[config.mk]
export PLATFORM = sky130hd
export DESIGN_NAME = master_fsm_mc_flat
export DESIGN_NICKNAME = d
export VERILOG_FILES = /design/src/rtl/master_fsm_mc_pkg.sv /design/src/rtl/master_fsm_mc_if.sv /design/src/rtl/master_fsm_mc_watchdog.sv /design/src/rtl/master_fsm_mc.sv /design/src/flat_wrapper.sv
export SDC_FILE = /design/constraint.sdc
export NUM_CORES = 1
export LEC_CHECK = 0
export CAP_MARGIN = 10
export CORE_MARGIN = 1.5
export CORE_UTILIZATION = 25
export CTS_BUF_LIST = sky130_fd_sc_hd__clkbuf_8
export CTS_CLUSTER_SIZE = 20
export DETAILED_ROUTE_END_ITERATION = 10
export GPL_ROUTABILITY_DRIVEN = 0
export HOLD_SLACK_MARGIN = 0.06
export PLACE_DENSITY = 0.46
export SLEW_MARGIN = 5
export SYNTH_ARGS = -nofsm -noshare
export SYNTH_HDL_FRONTEND = slang
export SYNTH_SLANG_ARGS = --single-unit
[constraint.sdc]
create_clock -name sys_clk -period 3 [get_ports sys_clk]
set_input_delay 0.6 -clock sys_clk [delete_from_list [all_inputs] [get_ports sys_clk]]
set_output_delay 0.6 -clock sys_clk [all_outputs]
set_load 0.02 [all_outputs]
[src/rtl/master_fsm_mc_pkg.sv]
// Shared encodings for the multi-channel correlator master FSM.
// State values 0..12 are legal; anything else decodes back to S_RESET_CORR.
package master_pkg;

  typedef enum logic [3:0] {
    S_RESET_CORR       = 4'd0,
    S_INIT_COEFF       = 4'd1,
    S_INIT_CLK_GEN     = 4'd2,
    S_WAIT_CONN        = 4'd3,
    S_CONN_ACK         = 4'd4,
    S_WAIT_CORR        = 4'd5,
    S_WAIT_SAMPLE_BYTE = 4'd6,
    S_SET_SAMPLES      = 4'd7,
    S_ELAB0            = 4'd8,
    S_WAIT_CORR_BUSY   = 4'd9,
    S_ELAB1            = 4'd10,
    S_SEND0            = 4'd11,
    S_SEND1            = 4'd12
  } state_e;

  localparam logic [1:0] CR_NONE      = 2'b00;
  localparam logic [1:0] CR_STARTSTOP = 2'b10;
  localparam logic [1:0] CR_CLKGEN    = 2'b11;

endpackage

[src/rtl/master_fsm_mc_if.sv]
// Command/status bundle between the master FSM and its peripherals.
// The FSM takes the master modport; decoder/UART/correlator side takes slave.
interface master_fsm_mc_if #(
  parameter int NUM_CH       = 4,
  parameter int CH_W         = 2,
  parameter int SAMPLE_BYTES = 2
);
  logic                      start_button;
  logic                      valid;
  logic                      start;
  logic                      connect;
  logic                      sw_reset;
  logic                      set_samples;
  logic [7:0]                rx_data;
  logic                      coeff_busy;
  logic                      send_busy;
  logic                      uart_busy;
  logic [NUM_CH-1:0]         corr_busy;

  logic                      coeff_init;
  logic                      send_start;
  logic [CH_W-1:0]           send_ch;
  logic [1:0]                cr_sel;
  logic                      uart_src_sel;
  logic                      start_uart_tx_mc;
  logic                      we_mc;
  logic                      corr_reset;
  logic [8*SAMPLE_BYTES-1:0] sample_cnt;
  logic                      sample_cnt_we;
  logic                      timeout_err;

  modport master (
    input  start_button, valid, start, connect, sw_reset, set_samples, rx_data,
           coeff_busy, send_busy, uart_busy, corr_busy,
    output coeff_init, send_start, send_ch, cr_sel, uart_src_sel, start_uart_tx_mc,
           we_mc, corr_reset, sample_cnt, sample_cnt_we, timeout_err
  );

  modport slave (
    output start_button, valid, start, connect, sw_reset, set_samples, rx_data,
           coeff_busy, send_busy, uart_busy, corr_busy,
    input  coeff_init, send_start, send_ch, cr_sel, uart_src_sel, start_uart_tx_mc,
           we_mc, corr_reset, sample_cnt, sample_cnt_we, timeout_err
  );
endinterface

[src/rtl/master_fsm_mc_watchdog.sv]
// Start watchdog: counts enabled cycles from a clear, flags terminal count
// when the counter reaches TIMEOUT-1.
module mc_watchdog #(
  parameter int TIMEOUT = 1024,
  parameter int W       = $clog2(TIMEOUT+1)
) (
  input  logic clk_i,
  input  logic rst_ni,
  input  logic clr_i,
  input  logic en_i,
  output logic tc_o
);
  logic [W-1:0] cnt_q;

  always_ff @(posedge clk_i or negedge rst_ni) begin
    if (!rst_ni)    cnt_q <= '0;
    else if (clr_i) cnt_q <= '0;
    else if (en_i)  cnt_q <= cnt_q + 1'b1;
  end

  assign tc_o = (cnt_q == W'(TIMEOUT-1));
endmodule

[src/rtl/master_fsm_mc.sv]
// Master control FSM: coeff init, clock setup, host handshake, sample-count
// load, watchdog-guarded correlation run and per-channel result send.
module master_fsm_mc
  import master_pkg::*;
#(
  parameter int NUM_CH       = 4,
  parameter int CH_W         = 2,
  parameter int SAMPLE_BYTES = 2,
  parameter int TIMEOUT      = 1024
) (
  input  logic           sys_clk,
  input  logic           sys_rst_n,
  master_fsm_mc_if.master bus
);
  localparam int SB   = 8*SAMPLE_BYTES;
  localparam int BC_W = (SAMPLE_BYTES > 1) ? $clog2(SAMPLE_BYTES) : 1;

  state_e          cs_q, cs_d;
  logic [CH_W-1:0] ch_q, ch_d;
  logic [BC_W-1:0] bc_q, bc_d;
  logic [SB-1:0]   sc_q, sc_d;
  logic            terr_q, terr_d;
  logic            wd_clr, wd_en, wd_tc;

  logic       coeff_init, send_start, uart_src_sel, start_uart_tx, we_mc, corr_reset, sc_we;
  logic [1:0] cr_sel;

  mc_watchdog #(.TIMEOUT(TIMEOUT)) u_wdog (
    .clk_i (sys_clk),
    .rst_ni(sys_rst_n),
    .clr_i (wd_clr),
    .en_i  (wd_en),
    .tc_o  (wd_tc)
  );

  always_ff @(posedge sys_clk or negedge sys_rst_n) begin
    if (!sys_rst_n) begin
      cs_q   <= S_RESET_CORR;
      ch_q   <= '0;
      bc_q   <= '0;
      sc_q   <= '0;
      terr_q <= 1'b0;
    end else begin
      cs_q   <= cs_d;
      ch_q   <= ch_d;
      bc_q   <= bc_d;
      sc_q   <= sc_d;
      terr_q <= terr_d;
    end
  end

  always_comb begin
    cs_d          = cs_q;
    ch_d          = ch_q;
    bc_d          = bc_q;
    sc_d          = sc_q;
    terr_d        = terr_q;
    wd_clr        = 1'b0;
    wd_en         = 1'b0;
    coeff_init    = 1'b0;
    send_start    = 1'b0;
    uart_src_sel  = 1'b0;
    start_uart_tx = 1'b0;
    we_mc         = 1'b0;
    corr_reset    = 1'b0;
    sc_we         = 1'b0;
    cr_sel        = CR_NONE;
    case (cs_q)
      S_RESET_CORR: begin
        coeff_init = 1'b1;
        corr_reset = 1'b1;
        cs_d       = S_INIT_COEFF;
      end
      S_INIT_COEFF: begin
        coeff_init = 1'b1;
        if (!bus.coeff_busy) cs_d = S_INIT_CLK_GEN;
      end
      S_INIT_CLK_GEN: begin
        cr_sel = CR_CLKGEN;
        we_mc  = 1'b1;
        cs_d   = S_WAIT_CONN;
      end
      S_WAIT_CONN: begin
        if (bus.valid && bus.connect) begin
          cs_d   = S_CONN_ACK;
          terr_d = 1'b0;
        end else if (bus.valid && bus.sw_reset) cs_d = S_RESET_CORR;
      end
      S_CONN_ACK: begin
        start_uart_tx = 1'b1;
        if (!bus.uart_busy) cs_d = S_WAIT_CORR;
      end
      S_WAIT_CORR: begin
        if ((bus.valid && bus.start) || bus.start_button) cs_d = S_ELAB0;
        else if (bus.valid && bus.sw_reset)               cs_d = S_RESET_CORR;
        else if (bus.valid && bus.set_samples) begin
          cs_d = S_WAIT_SAMPLE_BYTE;
          bc_d = '0;
        end
      end
      // Every valid byte here is payload, even one that decodes as a command.
      S_WAIT_SAMPLE_BYTE: begin
        if (bus.valid) begin
          sc_d = (sc_q << 8) | SB'(bus.rx_data);
          bc_d = bc_q + 1'b1;
          if (bc_q == BC_W'(SAMPLE_BYTES-1)) cs_d = S_SET_SAMPLES;
        end
      end
      S_SET_SAMPLES: begin
        sc_we = 1'b1;
        cs_d  = S_CONN_ACK;
      end
      S_ELAB0: begin
        cr_sel = CR_STARTSTOP;
        we_mc  = 1'b1;
        wd_clr = 1'b1;
        cs_d   = S_WAIT_CORR_BUSY;
      end
      S_WAIT_CORR_BUSY: begin
        if (bus.valid && bus.sw_reset) cs_d = S_RESET_CORR;
        else if (|bus.corr_busy)       cs_d = S_ELAB1;
        else if (wd_tc) begin
          cs_d   = S_RESET_CORR;
          terr_d = 1'b1;
        end else wd_en = 1'b1;
      end
      S_ELAB1: begin
        if (bus.valid && bus.sw_reset) cs_d = S_RESET_CORR;
        else if (bus.corr_busy == '0) begin
          cs_d = S_SEND0;
          ch_d = '0;
        end
      end
      S_SEND0: begin
        send_start   = 1'b1;
        uart_src_sel = 1'b1;
        cs_d         = S_SEND1;
      end
      S_SEND1: begin
        uart_src_sel = 1'b1;
        if (!bus.send_busy) begin
          if (ch_q == CH_W'(NUM_CH-1)) cs_d = S_WAIT_CONN;
          else begin
            ch_d = ch_q + 1'b1;
            cs_d = S_SEND0;
          end
        end
      end
      default: cs_d = S_RESET_CORR;
    endcase
  end

  assign bus.coeff_init       = coeff_init;
  assign bus.send_start       = send_start;
  assign bus.send_ch          = ch_q;
  assign bus.cr_sel           = cr_sel;
  assign bus.uart_src_sel     = uart_src_sel;
  assign bus.start_uart_tx_mc = start_uart_tx;
  assign bus.we_mc            = we_mc;
  assign bus.corr_reset       = corr_reset;
  assign bus.sample_cnt       = sc_q;
  assign bus.sample_cnt_we    = sc_we;
  assign bus.timeout_err      = terr_q;
endmodule

[src/flat_wrapper.sv]
// flat-port wrapper written by rule: the top's interface ports become plain ports
module master_fsm_mc_flat import master_pkg::*;
#(
  parameter int NUM_CH       = 4,
  parameter int CH_W         = 2,
  parameter int SAMPLE_BYTES = 2,
  parameter int TIMEOUT      = 1024
)
  (sys_clk, sys_rst_n, bus_start_button, bus_valid, bus_start, bus_connect, bus_sw_reset, bus_set_samples, bus_rx_data, bus_coeff_busy, bus_send_busy, bus_uart_busy, bus_corr_busy, bus_coeff_init, bus_send_start, bus_send_ch, bus_cr_sel, bus_uart_src_sel, bus_start_uart_tx_mc, bus_we_mc, bus_corr_reset, bus_sample_cnt, bus_sample_cnt_we, bus_timeout_err);
  master_fsm_mc_if #(.NUM_CH(NUM_CH), .CH_W(CH_W), .SAMPLE_BYTES(SAMPLE_BYTES)) bus_i ();
  input  logic sys_clk;
  input  logic sys_rst_n;
  input wire logic [$bits(bus_i.start_button)-1:0] bus_start_button;
  input wire logic [$bits(bus_i.valid)-1:0] bus_valid;
  input wire logic [$bits(bus_i.start)-1:0] bus_start;
  input wire logic [$bits(bus_i.connect)-1:0] bus_connect;
  input wire logic [$bits(bus_i.sw_reset)-1:0] bus_sw_reset;
  input wire logic [$bits(bus_i.set_samples)-1:0] bus_set_samples;
  input wire logic [$bits(bus_i.rx_data)-1:0] bus_rx_data;
  input wire logic [$bits(bus_i.coeff_busy)-1:0] bus_coeff_busy;
  input wire logic [$bits(bus_i.send_busy)-1:0] bus_send_busy;
  input wire logic [$bits(bus_i.uart_busy)-1:0] bus_uart_busy;
  input wire logic [$bits(bus_i.corr_busy)-1:0] bus_corr_busy;
  output wire logic [$bits(bus_i.coeff_init)-1:0] bus_coeff_init;
  output wire logic [$bits(bus_i.send_start)-1:0] bus_send_start;
  output wire logic [$bits(bus_i.send_ch)-1:0] bus_send_ch;
  output wire logic [$bits(bus_i.cr_sel)-1:0] bus_cr_sel;
  output wire logic [$bits(bus_i.uart_src_sel)-1:0] bus_uart_src_sel;
  output wire logic [$bits(bus_i.start_uart_tx_mc)-1:0] bus_start_uart_tx_mc;
  output wire logic [$bits(bus_i.we_mc)-1:0] bus_we_mc;
  output wire logic [$bits(bus_i.corr_reset)-1:0] bus_corr_reset;
  output wire logic [$bits(bus_i.sample_cnt)-1:0] bus_sample_cnt;
  output wire logic [$bits(bus_i.sample_cnt_we)-1:0] bus_sample_cnt_we;
  output wire logic [$bits(bus_i.timeout_err)-1:0] bus_timeout_err;
  assign bus_i.start_button = bus_start_button;
  assign bus_i.valid = bus_valid;
  assign bus_i.start = bus_start;
  assign bus_i.connect = bus_connect;
  assign bus_i.sw_reset = bus_sw_reset;
  assign bus_i.set_samples = bus_set_samples;
  assign bus_i.rx_data = bus_rx_data;
  assign bus_i.coeff_busy = bus_coeff_busy;
  assign bus_i.send_busy = bus_send_busy;
  assign bus_i.uart_busy = bus_uart_busy;
  assign bus_i.corr_busy = bus_corr_busy;
  assign bus_coeff_init = bus_i.coeff_init;
  assign bus_send_start = bus_i.send_start;
  assign bus_send_ch = bus_i.send_ch;
  assign bus_cr_sel = bus_i.cr_sel;
  assign bus_uart_src_sel = bus_i.uart_src_sel;
  assign bus_start_uart_tx_mc = bus_i.start_uart_tx_mc;
  assign bus_we_mc = bus_i.we_mc;
  assign bus_corr_reset = bus_i.corr_reset;
  assign bus_sample_cnt = bus_i.sample_cnt;
  assign bus_sample_cnt_we = bus_i.sample_cnt_we;
  assign bus_timeout_err = bus_i.timeout_err;
  master_fsm_mc #(.NUM_CH(NUM_CH), .CH_W(CH_W), .SAMPLE_BYTES(SAMPLE_BYTES), .TIMEOUT(TIMEOUT)) u_core (.sys_clk(sys_clk), .sys_rst_n(sys_rst_n), .bus(bus_i));
endmodule
Yosys cells after proc, flatten, opt, wreduce, memory -nomap -nowiden
Cells that the tools add are included.
Word-level totals
  bits in registers: 35
  bits of input ports: 23
  word-level logic and storage cells: 110
Cells by class
  add/sub/neg operators: 3
  equal/unequal tests: 33
  multiplexer cells: 47
  bitwise gates (word level): 1
  reduce and logical (&&, ||, !) cells: 20
Operator list (count)
  2-to-1 mux 4 bit: 16
  one-hot mux 4 bit (13 select lines): 1
  2-to-1 mux 11 bit: 2
  != test 2 bit, second input constant: 11
  == test 4 bit, second input constant: 5
  2-to-1 mux 1 bit: 20
  == test 4 x 3 -> 1 bit, second input constant: 4
  bitwise OR 16 x 8 -> 16 bit: 1
  AND reduction 5 bit: 3
  adder 11 x 1 -> 11 bit, second input constant: 1
  == test 11 x 10 -> 1 bit, second input constant: 1
  AND reduction 9 bit: 1
  == test 4 x 2 -> 1 bit, second input constant: 2
  logical NOT 4 bit: 2
  2-to-1 mux 2 bit: 4
  != test 2 x 1 -> 1 bit, second input constant: 4
  one-hot mux 2 bit (2 select lines): 2
  nonzero test 2 bit: 4
  != test 3 x 1 -> 1 bit, second input constant: 2
  OR reduction 2 bit: 3
  == test 4 x 1 -> 1 bit, second input constant: 1
  logical AND 1 bit: 4
  != test 4 x 1 -> 1 bit, second input constant: 1
  != test 4 x 2 -> 1 bit, second input constant: 1
  7 further kinds: 8

Logic depth before layout (Yosys ltp)
Gate-level depths: netlist of the first run.
  depth after elaboration: 7
  gate-level depth with buffers: 7
  depth with buffers taken out: 5

Modules after synthesis
A second synthesis of the first run with hierarchy kept.
Second synthesis, totals
  cell total of the unflattened synthesis: 178
  area, all modules: 1938.1 um^2
Modules (own cells, without submodules)
  master_fsm_mc: instances 1, cells an instance 122, area each 1361.3 um^2, seq. area each 600.6 um^2
  mc_watchdog: instances 1, cells an instance 56, area each 576.8 um^2, seq. area each 275.3 um^2

Least setup slack after synthesis of the first run
OpenSTA, ideal clock, no wires.
  path kind: flip-flop to output port
  from: reg u_core.cs_q[1]
  to: out bus_cr_sel[1]
  data arrival time: 2.055 ns
  setup slack: 0.345 ns
  cell stages (with the launch flop): 6
  buffers on the path: 2
  cell sequence: dfrtp_1 > clkbuf_1 > inv_1 > nor4_1 > nand2b_1 > buf_4
Between the ends
  word-level cells in the longest chain between the ends: 2
  elaborated cells between the ends (all ways): 3
  those cells by class: eq/ne: 2; mux: 1
Ends and longest elaborated chain
  start, declared: RTL line master_fsm_mc.sv:18  | state_e cs_q, cs_d;
  start signal, assigned: RTL line master_fsm_mc.sv:44  | cs_q <= cs_d;
  == test 4 bit / == test 4 x 2 -> 1 bit (equally long branches): RTL line master_fsm_mc.sv:68  | case (cs_q)
  one-hot mux 2 bit (2 select lines) *: RTL line master_fsm_mc.sv:68
  end, declared: RTL line flat_wrapper.sv:27  | output wire logic [$bits(bus_i.cr_sel)-1:0] bus_cr_sel;
Mark *: on every way between the ends. The rest lies on a longest branch, timed or not.

Final worst setup path of the first run
  from: reg u_core.cs_q[2]
  to: out bus_uart_src_sel
Between the ends
  word-level cells in the longest chain between the ends: 3
  elaborated cells between the ends (all ways): 4
  those cells by class: eq/ne: 2; mux: 1; reduce/logical: 1
Ends and longest elaborated chain
  == test 4 bit: RTL line master_fsm_mc.sv:68
  OR reduction 2 bit (no source line) *
  2-to-1 mux 1 bit *: RTL line master_fsm_mc.sv:68
  end, declared: RTL line flat_wrapper.sv:28  | output wire logic [$bits(bus_i.uart_src_sel)-1:0] bus_uart_src_sel;
Marks and branches as above.

==> results of run 1 <==
layout make-up:
cell class                      count  area, µm²
Tap cell                          102        128
Clock inverter                      3       67.6
Timing Repair Buffer               55        533
Sequential cell                    35        876
Inverter                            3       11.3
Multi-Input combinational cell    136       1020
Fill cell                         781       4940
Clock buffer                        5       68.8
power by group through the flow:
stage / logic [mW] / registers (mW) / clock network [mW]
2_1_floorplan: 0.574 / 0.802 / 0
3_3_place_gp: 1.03 / 0.763 / 0
3_5_place_dp: 1.03 / 0.764 / 0
4_1_cts: 1.04 / 0.757 / 0.528
5_1_grt: 1.11 / 0.782 / 0.546
6_report: 1.02 / 0.756 / 0.511
critical path, cell delays in order, from the launching register on:
cell	delay (ns)
dfrtp_1	0.57
nand2b_1	0.33
o21ai_0	0.25
clkdlybuf4s50_1	0.64
flip-flops by register name (all words and copies together) (netlist names):
signal                  count
u_core.bus.sample_cnt      16
u_core.u_wdog.cnt_q        11
u_core.cs_q                 4
u_core.bus.send_ch          2
u_core.bc_q                 1
u_core.bus.timeout_err      1
per-layer routing:
metal  global-route usage  wire length, µm  vias to the layer above
met5                    0                0                        -
met4               0.0443               68                        0
met3               0.0381              302                        5
met2                0.187             2120                       40
met1                0.156             2220                      747
li1                     -                -                      772
per-stage QoR:
| step | instance area, µm² | util |
|---|---|---|
| 2_1_floorplan | 1960 | - |
| 3_3_place_gp | 2570 | 0.336 |
| 3_5_place_dp | 2570 | 0.336 |
| 4_1_cts | 2710 | 0.354 |
| 5_1_grt | 2710 | 0.354 |
| 6_report | 2710 | 0.354 |
worst max path at each step:
stage                  endpoint  cells after the start  slack, ns           start
4_1_cts        bus_uart_src_sel                      3       0.30  u_core.cs_q[2]
5_1_grt        bus_uart_src_sel                      4       0.23  u_core.cs_q[0]
3_3_place_gp     u_core.cs_q[1]                      6       0.39       bus_valid
6_report       bus_uart_src_sel                      3       0.32  u_core.cs_q[2]
2_1_floorplan     bus_cr_sel[1]                      5       0.35  u_core.cs_q[1]
3_5_place_dp     u_core.cs_q[2]                      6       0.38       bus_valid
cell usage in the layout, fill, tap and decap left out, types with 2 or more instances in the layout:
cell type / instances
xnor2_1: 9
nand2_1: 13
clkbuf_8: 5
o21ai_0: 4
dfrtp_1: 35
nand3_1: 6
bufinv_16: 2
a21oi_1: 7
ha_1: 2
nor2_1: 19
nor3b_1: 2
mux2_2: 22
a31oi_1: 2
nor4b_1: 4
nor3_1: 5
inv_1: 3
clkdlybuf4s50_1: 49
nand4_1: 3
buf_4: 5
nand2b_1: 9
nor4_1: 6
and4bb_2: 2
cells by family (layout without fill, tap and decap cells):
family / count (synthesis) / count (layout)
multiplexers: 23 / 23
XOR/XNOR: 9 / 9
flip-flops: 35 / 35
AND/OR/NAND/NOR: 79 / 79
adder cells (fa/ha/maj): 2 / 2
AO/OA/AOI/OAI: 23 / 23
buffers and inverters: 13 / 66
==> out/qor.yml, run 1 <==
die:
  num_io_pins: 51
  initial_core_util: 0.257
  die_y_um: 91.6
  core_area_um2: 7650
  die_x_um: 91.6
  dieArea_um2: 8400
  rows: 32
final_layout:
  instances_no_fill: 339
  antenna_cells: 0
  nNetsFinal: 261
  drive_gt1_frac: 0.194
  area_growth_pct: 37.8
pwr:
  intPower_mw: 1.47
  p_leak_nw: 1.10
  power_mw: 2.29
  p_clk_frac: 0.223
  p_switching_mw: 0.818
  combPwrFrac: 0.446
  irDropWorstVdd_v: 0.000355
  powerDensity_nw_per_um2: 845
  swShare: 0.357
  seq_power_share: 0.330
worst_setup_path:
  required_ns: 2.40
  path_class: "flip-flop to output pin"
  critical_path_arrival_ns: 2.08
  critPathCaptureType: "output pin"
  critPathMaxFanout: 18
  rr_worst_depth: 6
  worst_setup_path_start_kind: "flip-flop"
  r2r-start: "u_core.cs_q[3]"
  reg2reg_slack_ns: 0.61
  r2r-end: "u_core.cs_q[1]"
global_route:
  grt_usage: 0.120
  grt_pass1_vias: 1639
  overflow: 0
  grt_max_degree: 36
  antenna_found_initial: 0
  grt_pass1_wl_um: 7980
sta:
  fin_setup_tns_ns: 0
  fmax_ghz: 0.373
  finalCritPeriodShare: 0.893
  rsz0062_at_grt: "false"
  slew_violations: 0
  fin_worst_skew_ns: 0.00560
  setup_viol: 0
  setup_ws_ns: 0.321
  slew-limit-headroom: 0.463
  hold_violations: 0
  worst_pin_slew_ns: 0.805
  holdWs_ns: 0.392
  post-route-min-period_ns: 2.68
synthesis:
  synth-async-reset-ratio: 1.00
  syn-num-nets: 209
  synth_top_family_by_area: "simple AND/OR/NAND/NOR gates"
  synth_area_um2: 1960
  post_synth.cell_area_avg_um2: 10.7
  synth_top_area_cell: "dfrtp_1"
  synth_commonest_cells: "dfrtp_1 (35), mux2_2 (22), nor2_1 (19), nand2_1 (13)"
  synthCells: 184
  seq_area_frac_synth: 0.446
  ys_types: 43
  yosys.area_share.simple: 0.255
  synth_edf_count: 0
  synth-compound-area-share: 0.0790
  synth_area_leaders: "dfrtp_1 (45%), mux2_2 (13%), xnor2_1 (4.0%), nor2_1 (3.6%), nand2b_1 (2.9%)"
  ys_warn_count: 0
  synth-seq-cells: 35
  synth_mux_area_frac: 0.134
  synth_fa_ha_area_frac: 0.0127
  synth_most_common_cell: "dfrtp_1"
  synth_top_cell_area_share: 0.446
  synth_ff_type: "dfrtp_1"
  synth_xor_area_frac: 0.0401
placed_design:
  port_buffers: 50
  dp_slack_ns: 0.381
  dpl.hpwl_um: 3410
  dp_cells: 331
drt:
  drt_iter0_drc: 62
  wl_per_cell_um: 13.9
  dr.pass1.iters: 4
  wirelength_um: 4710
  drc: 0
  vias_per_cell: 4.61
  vias: 1564
  ant_nets: 0
hold_path:
  worstHoldPathType: "input port to asynchronous set/reset pin"
cts:
  clk_latency_ns: 0.29
  clk_pin_slew_ns: 0.07
  cts_resized: 0
  cts_tree: "done"
  ctsHoldBuffers: 0
  htree_levels: 2
  clock_sinks: 35
  cts_buffer_depth: 2
  cts_buffers: 5
  cts.root.buffer_cell: "clkbuf_8"
  post-cts-setup-buffers: 0
flow_run:
  maxCapViolations: 0
outcome:
  status: "complete, no violations"
Note: power is estimated with default switching activity, not from simulation.
==> inputs of run 2 (changes only) <==
--- a/config.mk
+++ b/config.mk
@@ -14,6 +14,7 @@
 export GPL_ROUTABILITY_DRIVEN = 0
 export HOLD_SLACK_MARGIN = 0.06
 export PLACE_DENSITY = 0.46
+export REMOVE_ABC_BUFFERS = 1
 export SLEW_MARGIN = 5
 export SYNTH_ARGS = -nofsm -noshare
 export SYNTH_HDL_FRONTEND = slang
==> out/qor.yml, run 2 (same netlist as run 1, synthesis figures left out) <==
pwr:
  swShare: 0.383  # +0.0253
  combPwrFrac: 0.476  # +0.030
  p_switching_mw: 0.803  # -1.8%
  irDropWorstVdd_v: 0.000391  # +10%
  intPower_mw: 1.30  # -12%
  seq_power_share: 0.363  # +0.033
  p_leak_nw: 1.07  # -2.7%
  powerDensity_nw_per_um2: 791  # -6.4%
  p_clk_frac: 0.161  # -0.062
drt:
  dr.pass1.iters: 4  # unchanged
  wirelength_um: 4380  # -7.0%
  drc: 0  # unchanged
  ant_nets: 0  # unchanged
  vias: 1546  # -1.2%
  drt_iter0_drc: 56  # -9.7%
  vias_per_cell: 4.57  # -0.86%
  wl_per_cell_um: 13.0  # -6.8%
worst_setup_path:
  critPathMaxFanout: 20  # +2
  critical_path_arrival_ns: 2.13  # +0.05 ns
  worst_setup_path_start_kind: "flip-flop"
  critPathCaptureType: "output pin"
  path_class: "flip-flop to output pin"
  required_ns: 2.40  # about the same
final_layout:
  area_growth_pct: 35.0
  final_area_um2: 2650  # -2.0%
  layout_commonest_cell: "clkdlybuf4s50_1"
  drive_gt1_frac: 0.191  # -0.00341
  antenna_cells: 0  # unchanged
  final_cell_mix: "clkdlybuf4s50_1 (49), dfrtp_1 (35), mux2_2 (22), nor2_1 (19), nand2_1 (13)"
  nNetsFinal: 260  # -0.38%
  largest_register_ffs: 16  # unchanged
global_route:
  grt_pass1_vias: 1536  # -6.3%
  grt_use_met3: 0.0357  # -0.00249
  grt_max_degree: 36  # unchanged
  antenna_found_initial: 0  # unchanged
  overflow: 0  # unchanged
  grt-busiest-layer: "met2"
  grt_usage: 0.113  # -0.00693
  grt_use_met2: 0.169  # -0.0180
  grt_pass1_wl_um: 7600  # -4.8%
  use_met1: 0.153  # -0.00329
flow_run:
  maxCapViolations: 0  # unchanged
sta:
  worst_pin_slew_ns: 0.785  # -0.0197 ns
  hold_violations: 0  # unchanged
  rsz0062_at_grt: "false"
  slew-limit-headroom: 0.476  # +0.0131
  slew_violations: 0  # unchanged
  fin_worst_skew_ns: 0.00393  # -0.00167 ns
  finalCritPeriodShare: 0.910  # +0.0171
  setup_ws_ns: 0.269  # -0.0514 ns
  fmax_ghz: 0.366  # -1.9%
  post-route-min-period_ns: 2.73  # +0.0514 ns
  fin_setup_tns_ns: 0  # unchanged
  setup_viol: 0  # unchanged
die:
  num_io_pins: 51  # unchanged
  die_y_um: 91.6  # unchanged
  die_x_um: 91.6  # unchanged
  initial_core_util: 0.257  # unchanged
  core_area_um2: 7650  # unchanged
  dieArea_um2: 8400  # unchanged
  rows: 32  # unchanged
cts:
  cts_buffer_depth: 2  # unchanged
  cts.root.buffer_cell: "clkbuf_8"
  clock_sinks: 35  # unchanged
  post-cts-setup-buffers: 0  # unchanged
  clk_latency_ns: 0.28  # about the same
  htree_levels: 2  # unchanged
  ctsHoldBuffers: 0  # unchanged
  clk_pin_slew_ns: 0.07  # about the same
  cts_resized: 0  # unchanged
  cts_buffers: 5  # unchanged
  cts_tree: "done"
placed_design:
  port_buffers: 50  # unchanged
  dpl.hpwl_um: 3150  # -7.6%
  dpl_cell_area_um2: 2560  # -0.29%
  dp_slack_ns: 0.381  # +0.000825 ns
hold_path:
  worstHoldPathType: "input port to asynchronous set/reset pin"
outcome:
  status: "complete, no violations"
## run 2: routing by layer
| metal | up-vias | wire (µm) |
|---|---|---|
| met2 | 47 | 1890 |
| met4 | 0 | 68 |
| met1 | 723 | 2140 |
| met3 | 6 | 284 |
| li1 | 770 | - |
| met5 | - | 0 |
## run 2: critical path, stage by stage, from the launching register on
cell,delay [ns]
dfrtp_1,0.71
nand2b_1,0.25
o21ai_0,0.25
clkdlybuf4s50_1,0.64
## run 2: power groups by stage
stage	logic (mW)	clock network, mW	registers, mW
6_report	0.999	0.338	0.762
5_1_grt	1.09	0.381	0.787
4_1_cts	1.01	0.360	0.764
3_5_place_dp	1.01	0	0.768
3_3_place_gp	1.01	0	0.775
2_1_floorplan	0.467	0	0.865
## run 2: through the flow
stage | hold WS, ns | utilization | power (mW) | instances
after floorplan | 0.304 | - | 1.33 | 174
after global placement | 0.479 | 0.335 | 1.79 | 330
after detailed placement | 0.488 | 0.335 | 1.78 | 330
after CTS | 0.429 | 0.347 | 2.13 | 338
after global routing | 0.456 | 0.347 | 2.26 | 338
final | 0.394 | 0.347 | 2.10 | 338
## run 2: area by class of cell
class	instances	area (µm²)
flip-flops and latches	35	876
well taps	102	128
repair buffers	54	526
clock buffers	5	68.8
multi-input cells	136	1020
fillers	774	4990
clock inverters	3	20.0
inverters	3	11.3
## run 2: final timing paths
| kind | from | to | slack (ns) | cells after the start |
|---|---|---|---|---|
| max reg2reg | u_core.cs_q[3] | u_core.cs_q[0] | 0.70 | 5 |
| min | sys_rst_n | u_core.u_wdog.cnt_q[9] | 0.39 | 1 |
| max | u_core.cs_q[3] | bus_uart_src_sel | 0.27 | 3 |
| max in group asynchronous | sys_rst_n | u_core.u_wdog.cnt_q[8] | 2.11 | 1 |
| min reg2reg | u_core.bus.timeout_err | u_core.bus.timeout_err | 0.49 | 1 |
| min in group sys_clk | u_core.bus.timeout_err | u_core.bus.timeout_err | 0.49 | 1 |
==> inputs of run 3 (changes only) <==
--- a/config.mk
+++ b/config.mk
@@ -7,13 +7,13 @@
 export LEC_CHECK = 0
 export CAP_MARGIN = 10
 export CORE_MARGIN = 1.5
-export CORE_UTILIZATION = 25
+export CORE_UTILIZATION = 54
 export CTS_BUF_LIST = sky130_fd_sc_hd__clkbuf_8
 export CTS_CLUSTER_SIZE = 20
 export DETAILED_ROUTE_END_ITERATION = 10
 export GPL_ROUTABILITY_DRIVEN = 0
 export HOLD_SLACK_MARGIN = 0.06
-export PLACE_DENSITY = 0.46
+export PLACE_DENSITY_LB_ADDON = 0.12
 export REMOVE_ABC_BUFFERS = 1
 export SLEW_MARGIN = 5
 export SYNTH_ARGS = -nofsm -noshare
==> out/qor.yml, run 3 (same netlist as run 1, synthesis figures left out) <==
outcome:
  status: "complete, no violations"
drt:
  ant_nets: 0  # unchanged
  wirelength_um: 4000  # -8.7%
  vias_per_cell: 5.71  # +25%
  wl_per_cell_um: 14.2  # +9.8%
  dr.pass1.iters: 4  # unchanged
  vias: 1605  # +3.8%
  drc: 0  # unchanged
  drt_iter0_drc: 182  # +230%
worst_setup_path:
  critPathCaptureType: "output pin"
  critPathMaxFanout: 17  # -15%
  worst_setup_path_start_kind: "flip-flop"
  slowest_stage: "dfrtp_1"
  reg2reg_slack_ns: 0.72  # +0.02 ns
  required_ns: 2.40  # about the same
  crit_path_cell_trace: "inv_1, nor4_1, nand2b_1, clkdlybuf4s50_1"
  r2r-start: "u_core.cs_q[3]"
  slowest_delay_ns: 0.62  # -0.09 ns
  path_class: "flip-flop to output pin"
  setup.worst_path.start: "u_core.cs_q[1]"
  rr_worst_depth: 5  # unchanged
  r2r-end: "u_core.cs_q[2]"
  critical_path_arrival_ns: 2.18  # +0.05 ns
  crit_path_end: "bus_we_mc"
cts:
  htree_levels: 2  # unchanged
  cts.root.buffer_cell: "clkbuf_8"
  clk_pin_slew_ns: 0.07  # about the same
  cts_buffer_depth: 2  # unchanged
  cts_tree: "done"
  cts_buffers: 5  # unchanged
  post-cts-setup-buffers: 0  # unchanged
  cts_resized: 0  # unchanged
  ctsHoldBuffers: 0  # unchanged
  clk_latency_ns: 0.28  # about the same
  clock_sinks: 35  # unchanged
sta:
  worst_pin_slew_ns: 0.645  # -0.140 ns
  rsz0062_at_grt: "false"
  setup_viol: 0  # unchanged
  fin_setup_tns_ns: 0  # unchanged
  slew-limit-headroom: 0.569  # +0.0925
  hold_violations: 0  # unchanged
  holdWs_ns: 0.512  # +0.118 ns
  fin_worst_skew_ns: 0.00367  # -0.000262 ns
  fmax_ghz: 0.360  # -1.7%
  finalCritPeriodShare: 0.926  # +0.0161
  post-route-min-period_ns: 2.78  # +0.0483 ns
  slew_violations: 0  # unchanged
final_layout:
  area_growth_pct: 31.3
  nNetsFinal: 259  # -0.38%
  largest_register_ffs: 16  # unchanged
  antenna_cells: 0  # unchanged
  instances_no_fill: 281  # -17%
  final_area_um2: 2580  # -2.7%
  layout_commonest_cell: "clkdlybuf4s50_1"
  drive_gt1_frac: 0.183  # -0.00770
  final_cell_mix: "clkdlybuf4s50_1 (50), dfrtp_1 (35), mux2_2 (22), nor2_1 (19), nand2_1 (13)"
  fillCellCount: 226  # -71%
hold_path:
  holdPathStages: 1
  worstHoldPathType: "flip-flop to flip-flop"
die:
  die_y_um: 63.3  # -31%
  initial_core_util: 0.575  # +0.318
  dieArea_um2: 4010  # -52%
  num_io_pins: 51  # unchanged
  die_x_um: 63.3  # -31%
  rows: 21  # -34%
  core_area_um2: 3420  # -55%
pwr:
  p_leak_nw: 1.06  # -0.47%
  irDropWorstVdd_v: 0.000656  # +68%
  powerDensity_nw_per_um2: 801  # +1.2%
placed_design:
  dp_cells: 273  # -17%
  dpl_cell_area_um2: 2490  # -2.8%
  dpl.hpwl_um: 2900  # -8.0%
  port_buffers: 50  # unchanged
global_route:
  antenna_found_initial: 0  # unchanged
  overflow: 0  # unchanged
  grt_usage: 0.215  # +0.101
  grt_pass1_vias: 1508  # -1.8%
  grt_max_degree: 36  # unchanged
  grt_pass1_wl_um: 6860  # -9.8%
flow_run:
  maxCapViolations: 0  # unchanged
[run 3: routing by layer]
layer	global-route usage	vias up	part of all wire
met5	0	-	0
met4	0.0571	0	0.0068
met3	0.0661	4	0.075
met2	0.342	66	0.46
met1	0.286	768	0.45
li1	-	767	-
[run 3: how the worst min path moves through the flow]
stage | start | to | slack (ns)
2_1_floorplan | sys_rst_n | u_core.bc_q | 0.30
3_5_place_dp | u_core.bus.timeout_err | u_core.bus.timeout_err | 0.49
4_1_cts | u_core.bus.timeout_err | u_core.bus.timeout_err | 0.51
5_1_grt | u_core.bus.timeout_err | u_core.bus.timeout_err | 0.53
3_3_place_gp | u_core.bus.timeout_err | u_core.bus.timeout_err | 0.48
6_report | u_core.bus.sample_cnt[10] | u_core.bus.sample_cnt[10] | 0.51
[run 3: final cells by class]
type | count | area (µm²) | share of cell area
flip-flops and latches | 35 | 876 | 0.339
multi-input cells | 136 | 1020 | 0.397
clock buffers | 5 | 68.8 | 0.0267
inverters | 3 | 11.3 | 0.00436
clock inverters | 3 | 20.0 | 0.00776
well taps | 46 | 57.6 | 0.0223
repair buffers | 53 | 523 | 0.203
[run 3: stage by stage]
step	power [mW]	setup slack, ns	util
after global routing	2.19	0.0962	0.755
after global placement	1.72	0.417	0.729
after floorplan	1.33	0.550	-
after CTS	2.08	0.219	0.755
final	2.07	0.221	0.755
after detailed placement	1.74	0.350	0.729
[run 3: worst max-delay path, delay by kind of cell, from the launching register on]
| kind | cells | cell delay, ns |
|---|---|---|
| simple gates | 2 | 0.52 |
| buf+inv | 2 | 0.76 |
| flops | 1 | 0.62 |
[run 3: where the power goes]
part	internal, mW	leakage [nW]	switching, mW
Clock	0.161	0.0402	0.170
Sequential	0.606	0.458	0.175
Combinational	0.515	0.563	0.441
